--- config.mk ---
export PLATFORM = sky130hd
export DESIGN_NAME = pu_pio_master
export DESIGN_NICKNAME = d
export VERILOG_FILES = /design/src/rtl/pu_pio_master_pkg.sv /design/src/rtl/pu_pio_timeout_cnt.sv /design/src/rtl/pu_pio_master.sv
export SDC_FILE = /design/constraint.sdc
export NUM_CORES = 1
export LEC_CHECK = 0
export ABC_AREA = 1
export BUFFER_PORTS_ARGS = -buffer_cell sky130_fd_sc_hd__clkbuf_2
export CORE_ASPECT_RATIO = 0.9
export CORE_MARGIN = 3
export CORE_UTILIZATION = 46
export CTS_CLUSTER_SIZE = 12
export DETAILED_ROUTE_END_ITERATION = 12
export PLACE_DENSITY_LB_ADDON = 0.1
export SYNTH_ARGS = -nofsm -noshare
export SYNTH_HDL_FRONTEND = slang
export SYNTH_HIERARCHICAL = 1
export SYNTH_SLANG_ARGS = --single-unit
--- constraint.sdc ---
create_clock -name clk -period 2.3 [get_ports clk]
set_input_delay 0 -clock clk [delete_from_list [all_inputs] [get_ports clk]]
set_output_delay 0 -clock clk [all_outputs]
set_load 0.05 [all_outputs]
--- src/rtl/pu_pio_master_pkg.sv ---
// Shared PU PIO definitions: sequencer state encoding, PIO range, default timeout
// and the memory-select address field used by the decode stage.
package pu_pio_master_pkg;

  localparam int PU_PIO_NBITS      = 32;
  localparam int PU_TIMEOUT_CYCLES = 1024;
  localparam int PU_TO_W           = 11;

  // Memory-select field occupies the top byte of a PIO address.
  localparam int                  PU_MSEL_LSB          = 24;
  localparam int                  PU_MSEL_W            = 8;
  localparam logic [PU_MSEL_W-1:0] PU_MSEL_CONN_CONTEXT = 8'h03;
  localparam logic [PU_MSEL_W-1:0] PU_MSEL_SWITCH_INFO  = 8'h05;
  localparam logic [PU_MSEL_W-1:0] PU_MSEL_UNMAPPED     = 8'hF0;

  typedef enum logic [2:0] {
    ST_IDLE  = 3'd0,
    ST_ISSUE = 3'd1,
    ST_WAIT  = 3'd2,
    ST_RESP  = 3'd3,
    ST_DRAIN = 3'd4
  } pio_state_e;

  function automatic logic [PU_PIO_NBITS-1:0] pu_pio_addr(input logic [PU_MSEL_W-1:0] msel,
                                                          input logic [PU_MSEL_LSB-1:0] offset);
    return {msel, offset};
  endfunction

endpackage

--- src/rtl/pu_pio_timeout_cnt.sv ---
// Clear/enable up-counter for the PIO wait timeout; expire flags the last
// enabled cycle before the limit is reached.
module pu_pio_timeout_cnt #(
  parameter int LIMIT = 1024,
  parameter int W     = 11
) (
  input  logic clk,
  input  logic rst,
  input  logic clr,
  input  logic en,
  output logic expire
);

  logic [W-1:0] cnt_q;

  always_ff @(posedge clk) begin
    if (rst || clr) cnt_q <= '0;
    else if (en)    cnt_q <= cnt_q + 1'b1;
  end

  assign expire = en && (cnt_q == W'(LIMIT - 1));

endmodule

--- src/rtl/pu_pio_master.sv ---
// Host-to-PU PIO sequencer: one outstanding register request, timeout abort, drain of stale acks.
// Optional error logging (err_addr / err_cnt ports) with PU_PIO_MASTER_ERR_LOG_EN.
module pu_pio_master
  import pu_pio_master_pkg::*;
#(
  parameter int PIO_NBITS      = PU_PIO_NBITS,
  parameter int TIMEOUT_CYCLES = PU_TIMEOUT_CYCLES,
  parameter int TO_W           = PU_TO_W
) (
  input  logic                 clk,
  input  logic                 rst,
  input  logic                 clk_div,
  input  logic                 host_req,
  input  logic                 host_wr,
  input  logic [PIO_NBITS-1:0] host_addr,
  input  logic [PIO_NBITS-1:0] host_wdata,
  output logic                 host_gnt,
  output logic                 host_resp_valid,
  output logic [PIO_NBITS-1:0] host_rdata,
  output logic                 host_err,
  output logic                 reg_bs,
  output logic                 reg_rd,
  output logic                 reg_wr,
  output logic [PIO_NBITS-1:0] reg_addr,
  output logic [PIO_NBITS-1:0] reg_din,
  input  logic                 pio_ack,
  input  logic                 pio_rvalid,
  input  logic [PIO_NBITS-1:0] pio_rdata
`ifdef PU_PIO_MASTER_ERR_LOG_EN
  ,
  output logic [PIO_NBITS-1:0] err_addr,
  output logic [7:0]           err_cnt
`endif
);

  pio_state_e state_q, state_d;
  logic       is_wr_q;
  logic       start, done, abort, expire;

  pu_pio_timeout_cnt #(.LIMIT(TIMEOUT_CYCLES), .W(TO_W)) u_timeout (
    .clk    (clk),
    .rst    (rst),
    .clr    (state_q != ST_WAIT),
    .en     (state_q == ST_WAIT),
    .expire (expire)
  );

  always_comb begin
    state_d = state_q;
    start   = 1'b0;
    done    = 1'b0;
    abort   = 1'b0;
    case (state_q)
      ST_IDLE: begin
        start = host_req;
        if (host_req) state_d = ST_ISSUE;
      end
      ST_ISSUE: state_d = ST_WAIT;
      ST_WAIT: begin
        // Completion beats a simultaneous expiry.
        done  = is_wr_q ? pio_ack : pio_rvalid;
        abort = !done && expire;
        if (done || abort) state_d = ST_RESP;
      end
      ST_RESP: state_d = ST_DRAIN;
      ST_DRAIN: begin
        if (clk_div && !pio_ack && !pio_rvalid) state_d = ST_IDLE;
      end
      default: state_d = ST_IDLE;
    endcase
  end

  always_ff @(posedge clk) begin
    if (rst) state_q <= ST_IDLE;
    else     state_q <= state_d;
  end

  always_ff @(posedge clk) begin
    if (rst) begin
      host_gnt        <= 1'b0;
      host_resp_valid <= 1'b0;
      host_rdata      <= '0;
      host_err        <= 1'b0;
      reg_bs          <= 1'b0;
      reg_rd          <= 1'b0;
      reg_wr          <= 1'b0;
      reg_addr        <= '0;
      reg_din         <= '0;
      is_wr_q         <= 1'b0;
    end else begin
      host_gnt        <= 1'b0;
      host_resp_valid <= 1'b0;
      host_err        <= 1'b0;
      reg_rd          <= 1'b0;
      reg_wr          <= 1'b0;
      if (start) begin
        host_gnt <= 1'b1;
        reg_bs   <= 1'b1;
        reg_addr <= host_addr;
        reg_din  <= host_wdata;
        is_wr_q  <= host_wr;
        reg_wr   <= host_wr;
        reg_rd   <= !host_wr;
      end
      if (done || abort) begin
        reg_bs          <= 1'b0;
        host_resp_valid <= 1'b1;
        host_err        <= abort;
        host_rdata      <= (done && !is_wr_q) ? pio_rdata : '0;
      end
      if (state_q == ST_RESP) host_rdata <= '0;
    end
  end

`ifdef PU_PIO_MASTER_ERR_LOG_EN
  always_ff @(posedge clk) begin
    if (rst) begin
      err_addr <= '0;
      err_cnt  <= '0;
    end else if (abort) begin
      err_addr <= reg_addr;
      if (err_cnt != 8'hFF) err_cnt <= err_cnt + 8'd1;
    end
  end
`endif

endmodule

* Yosys cells after proc, flatten, opt, wreduce, memory -nomap -nowiden
Index checks and enable logic that the tools add are counted.
** Cells by class
- $add $sub $neg :: 1
- Eq/ne operators :: 9
- Muxes and demuxes :: 11
- Bitwise logic cells :: 2
- Reduce and logical (&&, ||, !) cells :: 19
** Operator list (number)
- 32-bit 2-to-1 mux :: 1
- 3-bit one-hot mux with 5 select lines :: 1
- 11-bit by 1-bit adder with 11-bit output (second input constant) :: 1
- 11-bit by 10-bit equality test with 1-bit output (second input constant) :: 1
- 3-bit 2-to-1 mux :: 3
- 2-bit OR reduction :: 4
- 3-bit by 2-bit equality test with 1-bit output (second input constant) :: 2
- 1-bit 2-to-1 mux :: 6
- 2-bit != test (second input constant) :: 3
- 1-bit logical AND :: 5
- 1-bit logical NOT :: 5
- 3-bit by 1-bit equality test with 1-bit output (second input constant) :: 1
- 3-bit equality test (second input constant) :: 1
- 3-bit logical NOT :: 1
- 1-bit logical OR :: 3
- 3-bit by 2-bit != test with 1-bit output (second input constant) :: 1
- 3-bit AND reduction :: 1
- 1-bit NOT :: 2
** Word-level totals
- Flip-flop bits (word level) :: 117
- Input bits :: 103
- Output and inout bits :: 102
- Word-level logic and storage cells :: 54

* Longest topological paths before layout
- Depth after elaboration :: 7
- Depth in mapped cells :: 15
- Gate-level depth less buffers :: 12

* Cells and area by module
Netlist, hierarchy kept.
** Modules (own cells, without submodules)
- pu_pio_master :: instances 1, cells each 481, area each 3883.7 µm², sequential area each 2122.0 µm²
- pu_pio_timeout_cnt :: instances 1, cells each 67, area each 550.5 µm², sequential area each 220.2 µm²

* Worst setup path before layout
No wires, ideal clock.
- Path type :: register to register
- Start :: register state_q[2]
- End :: register host_rdata[12]
- Setup time :: 132 ps
- Arrival :: 1789 ps
- Required time :: 2168 ps
- Path slack :: 379 ps
- Stages on the path, launching flop included :: 16
- Buffers on the path :: 3
- Clock period less this slack :: 1921 ps
- Cell sequence :: dfxtp_1 -> nor2_2 -> nand2_4 -> inv_6 -> buf_6 -> buf_6 -> nand2_4 -> nor2_4 -> nand4_2 -> inv_1 -> inv_1 -> nand3_1 -> nand2_4 -> buf_4 -> nand2_1 -> a21oi_1
** Between the ends
- Word-level cells in the longest chain between the ends :: 5
- Elaborated cells between the ends (all ways) :: 10
- Those cells by class :: eq/ne: 2; mux: 3; reduce/logical: 5
** RTL lines
- start, declared :: line pu_pio_master.sv:36 : pio_state_e state_q, state_d;
- start signal, assigned :: line pu_pio_master.sv:75 : else state_q <= state_d;
- 3-bit by 2-bit equality test with 1-bit output :: line pu_pio_master.sv:44 : .en (state_q == ST_WAIT),
- 1-bit logical AND :: line pu_pio_timeout_cnt.sv:21 : assign expire = en && (cnt_q == W'(LIMIT - 1));
- net expire :: line pu_pio_master.sv:38 : logic start, done, abort, expire;
- 1-bit logical AND :: line pu_pio_master.sv:62 : abort = !done && expire;
- 1-bit 2-to-1 mux :: line pu_pio_master.sv:53 : case (state_q)
- 1-bit logical OR :: line pu_pio_master.sv:105 : if (done || abort) begin
- end signal, assigned :: line pu_pio_master.sv:109 : host_rdata <= (done && !is_wr_q) ? pio_rdata : '0;
- end, declared :: line pu_pio_master.sv:19 : output logic [PIO_NBITS-1:0] host_rdata,
The timed path passes the listed nets, and every way through them passes these cells.
A chain may end at the register's enable or synchronous reset.

* Worst setup path in the final report
- Start :: register state_q[2]
- End :: register host_rdata[10]
The elaborated chain is that of the path after synthesis.

==> impl_metrics.csv <==
group,metric,value,unit
clock_tree,clock_insertion_delay_at_the_later_pin_of_the_skew_report,0.52,ns
clock_tree,cts_max_path_buffers,2,
worst_setup_path,timing.critical_path.arrival,2.21,ns
sta,hold_viol,0,
synth,synth_edf_count,0,
synth,synth.avg_cell_area,8.09,um^2
worst_hold_path,hold-path-cell-count,3,
die,dieHeight,99.1,um
die,floorplan.die.width,109,um
grt,grt_antenna_before_repair,0,
synth,synth_top_cell_by_area,"dfxtp_1",
synth,synthesis.area,0.00443,mm^2
worst_setup_path,delay_of_the_slowest_cell_on_the_worst_path,0.34,ns
cells_and_area,fillers,657,
flow_run,timing.max_cap.violations,0,
synth,synth_async_sr_flop_share,0,
cells_and_area,post_route_cells_drive_above_1_share,0.319,
detailed_routing,m1WireLength,5.38,mm
die,core_region_area,0.00925,mm^2
cells_and_area,final-instance-count-excl-fill,981,
sta,setup_viol_count_final,0,
die,rows,33,
synth,synth_sequential_area_ratio,0.528,
worst_setup_path,timing.reg2reg.setup_slack,0.48,ns
sta,fin_tns_setup,0,ns
synth,ys_dominant_reg_cell,"dfxtp_1",
clock_tree,cts-resized-gates,0,
sta,fin_skew,0.0125,ns
clock_tree,ctsRootBufferMaster,"clkbuf_8",
cells_and_area,antenna_cells,0,
sta,slew-limit-headroom,0.590,
clock_tree,post_cts.repair.setup_buffers,0,
worst_setup_path,cp.required,2.68,ns
sta,finalCritPeriodShare,0.793,
worst_setup_path,critical_path.slowest_cell,"dfxtp_1",
worst_setup_path,worst-r2r-cell-count,12,
clock_tree,clock_sinks,117,
worst_setup_path,r2r-start,"state_q[2]",
outcome,status,"finished, final reports clean",
synth,yosys_warnings,6,
die,dieArea,0.0109,mm^2
synth,synth.distinct_cells,28,
worst_setup_path,timing.rr.end,"host_rdata[10]",
grt,groute.usage.overall,0.255,
worst_setup_path,path_cells,"nor2_2 -> nand2_4 -> inv_6 -> nand2_4 -> nor2_4 -> nand4_2 -> inv_1 -> inv_1 -> nand3_1 -> nand2_4 -> nand2_1 -> a21oi_1",
detailed_routing,drt_first_iter_violations,220,
power_and_ir_drop,peak_vdd_ir,0.000667,V
detailed_routing,met3_wire_len,1.12,mm
clock_tree,cts-htree-levels,4,
synth,postSynthNetCount,652,
worst_hold_path,hold_path_end,"reg_rd",
detailed_routing,final_antenna_net_count,0,
sta,maxSlewViolCount,0,
detailed_routing,top_layer_used,"met4",
worst_hold_path,hold_class,"in2reg",
die,initial_core_util,0.479,
power_and_ir_drop,power.leakage,3.23,nW
clock_tree,clock_slew_seen_by_the_registers_of_the_worst_setup_and_hold_paths,0.05,ns
synth,synthDominantCellAreaShare,0.528,
worst_hold_path,timing.hold.worst.start,"host_wr",
worst_setup_path,timing_worst_setup_path_type,"reg2reg",
cells_and_area,area.growth.synth_to_final,58.4,%
grt,wire_length_of_the_first_global_routing_pass,21.8,mm
synth,syn-instance-count,548,
grt,grt_overflow,0,
sta,max_freq,0.548,GHz
clock_tree,cts_tree,"built",
worst_setup_path,worst_setup_path_end_kind,"flip-flop",
synth,synth.area.top_cells,"dfxtp_1 (53%), nor2_1 (11%), o21ai_0 (6.1%), nand3_1 (5.0%), a21oi_1 (4.6%)",
grt,maximum_number_of_pins_on_one_net_before_global_route_repair,68,
sta,final.min_clock_period,1.82,ns
cells_and_area,design.final.nets,951,
place,place_inst,847,
detailed_routing,drt_drc_violations_left,0,
power_and_ir_drop,pwr_density_cell,943,mW/mm^2
detailed_routing,route.final.wire_length,13.6,mm
sta,timing_worst_slew_pin_value,0.615,ns
detailed_routing,drt_pre_antenna_iters,4,
place,gp_congestion,0.842,
die,design.portCount,205,
detailed_routing,wl_met2,6.70,mm
worst_setup_path,cp_common_cell,"nand2_4",
place,post-dp-hpwl,8.01,mm
clock_tree,cts_inserted_buffers,17,
cells_and_area,final_core_util,0.760,
synth,postSynthRegisterBits,117,
detailed_routing,routedWlPerCell,13.8,um
place,portBuffers,204,
worst_setup_path,cp-start-kind,"flip-flop",
grt,first_global_vias,4734,
detailed_routing,vias,4769,
worst_setup_path,crit_fanout,34,
detailed_routing,vias_per_cell,4.86,
sta,setup_repair_after_global_routing_missed_its_margin,"false",
==> sequential cells by signal, indices dropped and copies added (netlist names) <==
name	cells
host_err	1
host_gnt	1
host_rdata	32
host_resp_valid	1
is_wr_q	1
reg_addr	32
reg_bs	1
reg_din	32
reg_rd	1
reg_wr	1
state_q	3
u_timeout/cnt_q	11
==> stage by stage <==
step | setup slack (ns) | hold WS [ns] | area (um^2) | total power [mW]
after floorplan | 0.379 | 0.0691 | 4430 | 3.67
after global placement | 0.549 | 0.180 | 5430 | 3.99
after detailed placement | 0.477 | 0.183 | 5430 | 4.02
after CTS | 0.465 | 0.198 | 7030 | 6.64
after global routing | 0.268 | 0.236 | 7030 | 6.92
final | 0.476 | 0.228 | 7030 | 6.63
==> report_power, final <==
| group | internal (mW) | total [mW] | switching, mW |
|---|---|---|---|
| Sequential | 2.24 | 2.36 | 0.122 |
| Clock | 1.61 | 2.49 | 0.880 |
| Combinational | 0.508 | 1.78 | 1.27 |
==> Yosys cell counts (2+ instances only) <==
| master | n |
|---|---|
| dfxtp_1 | 117 |
| nor3_1 | 3 |
| buf_6 | 13 |
| nand3_1 | 44 |
| nor2_4 | 4 |
| nor2_2 | 13 |
| inv_2 | 5 |
| nand2_4 | 4 |
| nand2_2 | 2 |
| o21ai_1 | 15 |
| buf_2 | 6 |
| inv_1 | 17 |
| buf_4 | 6 |
| clkbuf_1 | 8 |
| nor2_1 | 135 |
| o21ai_0 | 54 |
| nand4_1 | 2 |
| nand2_1 | 50 |
| a21oi_1 | 41 |
==> worst max path at each step <==
| stage | start | endpoint | slack, ns | cells after the start |
|---|---|---|---|---|
| floorplan | state_q[2] | host_rdata[12] | 0.38 | 15 |
| global placement | state_q[2] | host_rdata[11] | 0.55 | 12 |
| detailed placement | state_q[2] | host_rdata[10] | 0.48 | 12 |
| CTS | state_q[2] | host_rdata[10] | 0.47 | 12 |
| global route | state_q[2] | host_rdata[5] | 0.27 | 12 |
| finish | state_q[2] | host_rdata[10] | 0.48 | 12 |
==> kinds of logic after synthesis <==
group,Yosys count,share of synthesized area
AO/OA/AOI/OAI,112,0.128
buffers and inverters,57,0.0782
AND/OR/NAND/NOR,260,0.261
XOR/XNOR,1,0.00198
flip-flops,117,0.528
adder cells (fa/ha/maj),1,0.00282
==> metal layers <==
layer  GRT usage  vias up
met4       0.110        0
met2       0.435      199
li1            -     2380
met3       0.101       36
met5           0        -
met1       0.279     2154
==> layout by cell type, fill, tap and decap left out, drive strengths merged <==
cell type,count
nand4,3
ha,1
buf,7
inv,23
a21oi,42
o21ai,69
xor2,1
a31oi,1
nor3,4
dfxtp,117
clkbuf,225
dlygate4sd3,103
clkinv,6
nor2,152
bufinv,2
nand3,45
nand2,56
clkinvlp,2
==> what timing repair did <==
item / CTS / global route
hold buffers: 103 / 0
setup endpoints to repair: 0 / 0
endpoints found under the hold margin: 112 / 0
==> critical path, delay by kind of cell, from the launching register on <==
kind | cells | cell delay (ns)
AOI/OAI and AO/OA | 1 | 0.07
and+or+nand+nor | 8 | 1.10
DFF | 1 | 0.34
buffers and inverters | 3 | 0.20
==> area by class of cell <==
cell class	instances	area, um^2	area share
Tap cell	122	153	0.0217
Timing Repair Buffer	314	2130	0.303
Clock buffer	21	459	0.0654
Multi-Input combinational cell	374	1750	0.248
Inverter	23	91.3	0.0130
Clock inverter	10	105	0.0150
Sequential cell	117	2340	0.333
No activity file was read; power rests on OpenSTA's default activity.
